===== config.mk =====
export PLATFORM = sky130hd
export DESIGN_NAME = debounce_multi
export DESIGN_NICKNAME = d
export VERILOG_FILES = /design/src/rtl/debounce_multi.sv
export SDC_FILE = /design/constraint.sdc
export NUM_CORES = 1
export LEC_CHECK = 0
export CORE_MARGIN = 8
export CORE_UTILIZATION = 40
export CTS_BUF_LIST = sky130_fd_sc_hd__clkbuf_4 sky130_fd_sc_hd__clkbuf_8
export DETAILED_ROUTE_END_ITERATION = 8
export PLACE_DENSITY = 0.69
export SYNTH_ARGS = -nofsm -noshare
export SYNTH_HDL_FRONTEND = slang
export SYNTH_SLANG_ARGS = --single-unit

===== constraint.sdc =====
create_clock -name clk -period 1.15 [get_ports clk]
set_input_delay 0.1725 -clock clk [delete_from_list [all_inputs] [get_ports clk]]
set_output_delay 0.1725 -clock clk [all_outputs]
set_load 0.03 [all_outputs]

===== src/rtl/debounce_multi.sv =====
// Multi-channel symmetric push-button debouncer with per-channel synchronisers and rise/fall pulses.
// Define DEBOUNCE_LONG_PRESS_EN to build the per-channel long-press detector.
module debounce_multi #(
    parameter int unsigned CH          = 4,
    parameter int unsigned N           = 16,
    parameter int unsigned SYNC_STAGES = 2,
    parameter int unsigned LONG_N      = 1024
) (
    input  logic          clk,
    input  logic          rst,
    input  logic [CH-1:0] btn_in,
    output logic [CH-1:0] stable,
    output logic [CH-1:0] rise,
    output logic [CH-1:0] fall,
    output logic [CH-1:0] long_press
);

    localparam int unsigned CntW = (N > 1) ? $clog2(N) : 1;
    localparam logic [CntW-1:0] CntMax = CntW'(N - 1);

    logic [SYNC_STAGES-1:0][CH-1:0] sync_q, sync_d;
    logic [CH-1:0][CntW-1:0]        cnt_q, cnt_d;
    logic [CH-1:0]                  stable_q, stable_d;
    logic [CH-1:0]                  rise_q, rise_d;
    logic [CH-1:0]                  fall_q, fall_d;
    logic [CH-1:0]                  s;

    assign s = sync_q[SYNC_STAGES-1];

    always_comb begin
        sync_d = {sync_q[SYNC_STAGES-2:0], btn_in};
    end

    // Any cycle of agreement restarts the count, so only N consecutive disagreements flip stable.
    always_comb begin
        cnt_d    = cnt_q;
        stable_d = stable_q;
        rise_d   = '0;
        fall_d   = '0;
        for (int i = 0; i < int'(CH); i++) begin
            if (s[i] == stable_q[i]) begin
                cnt_d[i] = '0;
            end else if (cnt_q[i] != CntMax) begin
                cnt_d[i] = cnt_q[i] + CntW'(1);
            end else begin
                stable_d[i] = s[i];
                cnt_d[i]    = '0;
                rise_d[i]   = s[i];
                fall_d[i]   = ~s[i];
            end
        end
    end

    always_ff @(posedge clk or posedge rst) begin
        if (rst) begin
            sync_q   <= '0;
            cnt_q    <= '0;
            stable_q <= '0;
            rise_q   <= '0;
            fall_q   <= '0;
        end else begin
            sync_q   <= sync_d;
            cnt_q    <= cnt_d;
            stable_q <= stable_d;
            rise_q   <= rise_d;
            fall_q   <= fall_d;
        end
    end

    assign stable = stable_q;
    assign rise   = rise_q;
    assign fall   = fall_q;

`ifdef DEBOUNCE_LONG_PRESS_EN
    localparam int unsigned LcW = (LONG_N > 1) ? $clog2(LONG_N) : 1;
    localparam logic [LcW-1:0] LcMax = LcW'(LONG_N - 1);

    logic [CH-1:0][LcW-1:0] lc_q, lc_d;
    logic [CH-1:0]          done_q, done_d;
    logic [CH-1:0]          long_press_q, long_press_d;

    // done marks that this hold already produced its pulse; lc saturates at LcMax.
    always_comb begin
        lc_d         = lc_q;
        done_d       = done_q;
        long_press_d = '0;
        for (int i = 0; i < int'(CH); i++) begin
            if (!stable_q[i]) begin
                lc_d[i]   = '0;
                done_d[i] = 1'b0;
            end else begin
                if (lc_q[i] != LcMax) begin
                    lc_d[i] = lc_q[i] + LcW'(1);
                end
                long_press_d[i] = (lc_q[i] == LcMax) && !done_q[i];
                done_d[i]       = done_q[i] || (lc_q[i] == LcMax);
            end
        end
    end

    always_ff @(posedge clk or posedge rst) begin
        if (rst) begin
            lc_q         <= '0;
            done_q       <= '0;
            long_press_q <= '0;
        end else begin
            lc_q         <= lc_d;
            done_q       <= done_d;
            long_press_q <= long_press_d;
        end
    end

    assign long_press = long_press_q;
`else
    assign long_press = '0;
`endif

endmodule


* Word level (Yosys, flattened, before mapping)
Cells that the tools add are included. W data, S select, Z words.
Storage, ports and cells: flip-flop bits (word level) 36, bits in latches 0, memory bits (writable) 0, ROM bits 0, bits of input ports 6, word-level logic and storage cells 64, memories 0
Operators by class: add/subtract/negate cells 4, $mul 0, div/mod/pow operators 0, $lt $le $gt $ge 0, equality and inequality tests 8, shift operators 0, muxes and demuxes 24, bitwise gates (word level) 12, reduce and logical (&&, ||, !) cells 4
Operator list (count):
- $mux W4 | 8
- $add A4 B1 Y4 const B | 4
- $mux W1 | 16
- $ne A4 B4 Y1 const B | 4
- $not A1 Y1 | 12
- $reduce_and A2 Y1 | 4
- $eq A1 B1 Y1 | 4

* Longest topological paths before layout
depth after elaboration 3, gate-level depth with buffers 4

* Least setup slack after synthesis
Ideal clock, no wire load.
path type flip-flop to flip-flop, from reg cnt_q[8] (netlist bit), to reg stable_q[2], in the netlist stable[2], library setup time 0.125 ns, data arrival time 1.045 ns, data required time 1.025 ns, slack -0.020 ns, stages on the path, launching flop included 4, period minus slack after synthesis 1.170 ns, cells stage by stage dfrtp_1 > ha_1 > nand3_2 > mux2_2
On the way: word-level cells in the longest chain between the ends 3
Ends and longest elaborated chain:
- start: declaration | line 22 | logic [CH-1:0][CntW-1:0] cnt_q, cnt_d;
- start signal: assignment | line 63 | cnt_q <= cnt_d;
- $ne A4 B4 Y1 | line 43 | end else if (cnt_q[i] != CntMax) begin
- $not A1 Y1 (no source line)
- $reduce_and A2 Y1 (no source line)
- end signal: assignment | line 64 | stable_q <= stable_d;
- end: declaration | line 23 | logic [CH-1:0] stable_q, stable_d;
No other way between the ends. A chain may end at the register's enable or synchronous reset.

* Worst setup path in the final report
from reg cnt_q[13] (netlist bit), to reg stable_q[3], in the netlist stable[3]
The elaborated chain is that of the path after synthesis.

==> summary.txt <==
Outcome
  • Outcome: finished, final reports clean

Die
  • Full die area: 5640 sq um
  • Core area: 3340 sq um
  • Initial Util: 41.8%
  • I/O pins: 22
  • Die Span Y: 75.1 um
  • Die width: 75.1 um
  • # rows: 21

Setup path
  • Cell family with most CP delay: flip-flops
  • Max incr delay on CP: 430 ps
  • CP Class: reg2reg
  • R2R Setup Slk: 20 ps
  • Crit end category: flop
  • Worst EP required: 1360 ps
  • Reg2reg start: cnt_q[13]
  • Data arrival, critical path: 1340 ps
  • Length in cells of the worst reg-to-reg path: 3
  • Slowest-stage cell, CP: dfrtp_1
  • Crit path buf inv count: 0
  • CP max FO: 4
  • Worst R2R End: stable[3]
  • Startpoint Class: flop
  • Crit path cell chain: ha_4 -> nand3_2 -> mux2_4

CTS
  • Sink Count: 36
  • Clock Latency Late Sink: 320 ps
  • Clock tree from TritonCTS: built
  • Root Driver: clkbuf_4
  • Reg clk slew, reported paths: 90 ps
  • TritonCTS buffer count: 5
  • CTS max path bufs: 2
  • H-tree level count: 2

Cells and area
  • Commonest non-fill, non-tap cells in the layout: dfrtp_1 (34), buf_4 (19), nor3b_1 (9)
  • Area Overhead vs Synth: 28.1%
  • Most common cell after layout, fill and taps aside: dfrtp_1
  • Final core occ: 53.6%
  • Layout cells sized above 1: 33.6%
  • Nets: 146
  • Diode count: 0

Timing
  • F_max: 886 MHz
  • Max-slew violations: 0
  • Min Clock Period, post-route: 1130 ps
  • Final Setup Violations: 0
  • Setup Skew: 5.75 ps
  • Final Cycle Share: 98.2%
  • RSZ-0062 raised after global routing: true
  • Setup slack after layout: 21.3 ps
  • TNS Setup: 0 ps
  • Hold Vio Cnt, Final: 0
  • Hold Slack: 213 ps

GRT
  • Largest net degree at the start of global routing: 37
  • Vias in the first global route: 870
  • First-pass GRT wire length: 3790 um
  • Gr usage total: 9.11%
  • GR Overflow Total: 0
  • Initial antenna violation count: 0

Synthesis
  • Mapped cell area: 1400 sq um
  • Cells taking the most area after synthesis: dfrtp_1 (65%), nor3b_1 (5.9%), xnor2_1 (5.0%), ha_1 (3.6%), mux2_4 (3.2%)
  • Mux cell area share after synthesis: 4.03%
  • Post-synth top area share: 64.5%
  • Compound-gate portion of the synthesized area: 4.93%
  • Post-Syn Instances: 102
  • Synth Register Bits: 36
  • Mean Syn Cell Area: 13.7 sq um
  • Distinct cells, synth: 16
  • Sequential area share after synthesis: 64.5%
  • Yosys top cell by area: dfrtp_1
  • Synth warn: 0
  • XOR/XNOR share of the synthesized area: 5.02%
  • Area share of and/or/nand/nor cells after synthesis: 14.2%
  • Largest family of logic cells by synthesized area: simple AND/OR/NAND/NOR gates
  • Post-Synth Adder-Cell Area: 3.58%

Detailed routing
  • Pre-antenna DRT Iters: 6
  • Drt wl/cell: 13.3 um
  • Post-route ant nets: 0
  • Routed vias/inst: 4.68
  • Iter 0 DRT Violations: 42
  • Residual DRC: 0
  • Routed vias: 842
  • Final wirelength: 2390 um

Job
  • MaxCap Viol Count: 0

Placed design
  • Port bufs: 17
  • Placer Congestion: 0.770
  • Post-place setup slack: -13.0 ps
  • Dpl hpwl: 1620 um

Power
  • Maximum VDD drop: 0.506 mV
  • Total chip power: 2.12 mW
  • Leak: 0.788 nW
  • Power Density: 1180 nW/um^2

Worst hold path
  • Hold crit path type: in2async
## layout make-up
class,count,area (sq um)
Multi-Input combinational cell,60,526
Timing Repair Buffer,28,246
Inverter,5,18.8
Tap cell,46,57.6
Fill cell,305,1550
Sequential cell,36,903
Clock buffer,5,37.5
## report_power, final
| group | total (mW) | switching, mW | internal [mW] |
|---|---|---|---|
| logic | 0.202 | 0.0982 | 0.104 |
| clock network | 0.553 | 0.349 | 0.204 |
| registers | 1.37 | 0.0520 | 1.31 |
## worst register-to-register path, stage by stage (launching register included)
cell and delay, ps:
dfrtp_1 430, ha_4 190, nand3_2 100, mux2_4 300
## cell families (layout without fill, tap and decap cells)
| family | after synthesis | in the layout |
|---|---|---|
| AO/OA/AOI/OAI | 13 | 13 |
| XOR/XNOR | 8 | 8 |
| adder cells (fa/ha/maj) | 4 | 4 |
| buffers and inverters | 9 | 38 |
| flip-flops | 36 | 36 |
| multiplexers | 4 | 4 |
| other | 1 | 4 |
| AND/OR/NAND/NOR | 27 | 27 |
## how the worst max path moves through the flow
stage | from | to | cells after the start
2_1_floorplan | cnt_q[4] | stable[1] | 3
3_3_place_gp | cnt_q[1] | stable[0] | 3
3_5_place_dp | cnt_q[1] | stable[0] | 3
4_1_cts | stable[3] | stable[3] | 1
5_1_grt | stable[3] | stable[3] | 1
6_report | cnt_q[13] | stable[3] | 3
## per-stage QoR
step                instance area [sq um]  instances
finish                               1790        180
global route                         1790        180
CTS                                  1690        175
detailed placement                   1640        170
global placement                     1640        170
floorplan                            1410        105
## registers in the layout, indices dropped and copies added, names as in the netlist
signal	flops
stable	4
rise	4
fall	4
cnt_q	16
s	4
sync_d	4
## routing by layer
metal,vias up,wire [um],part of all wire [%],global-route usage (%)
li1,407,-,-,-
met1,412,971,41,9.37
met2,19,1210,51,14.4
met3,4,162,6.8,4.13
met4,0,44,1.8,6.52
met5,-,0,0,0
## timing repair
item | in CTS | in global routing
setup buffers | 0 | 5
hold buffers | 0 | 0
endpoints found under the setup margin | 3 | 12
gates resized for setup | 3 | 12
## synth_stat cells
master,n
nor2_1,4
a311oi_1,1
conb_1,1
o21ai_0,4
nand3_2,4
nor2b_1,4
a21oi_1,8
buf_4,4
dfrtp_1,36
xnor2_1,8
mux2_4,3
mux2_2,1
inv_1,5
nand4b_1,4
nor3b_1,11
ha_1,4
No activity file was read; power rests on OpenSTA's default activity.
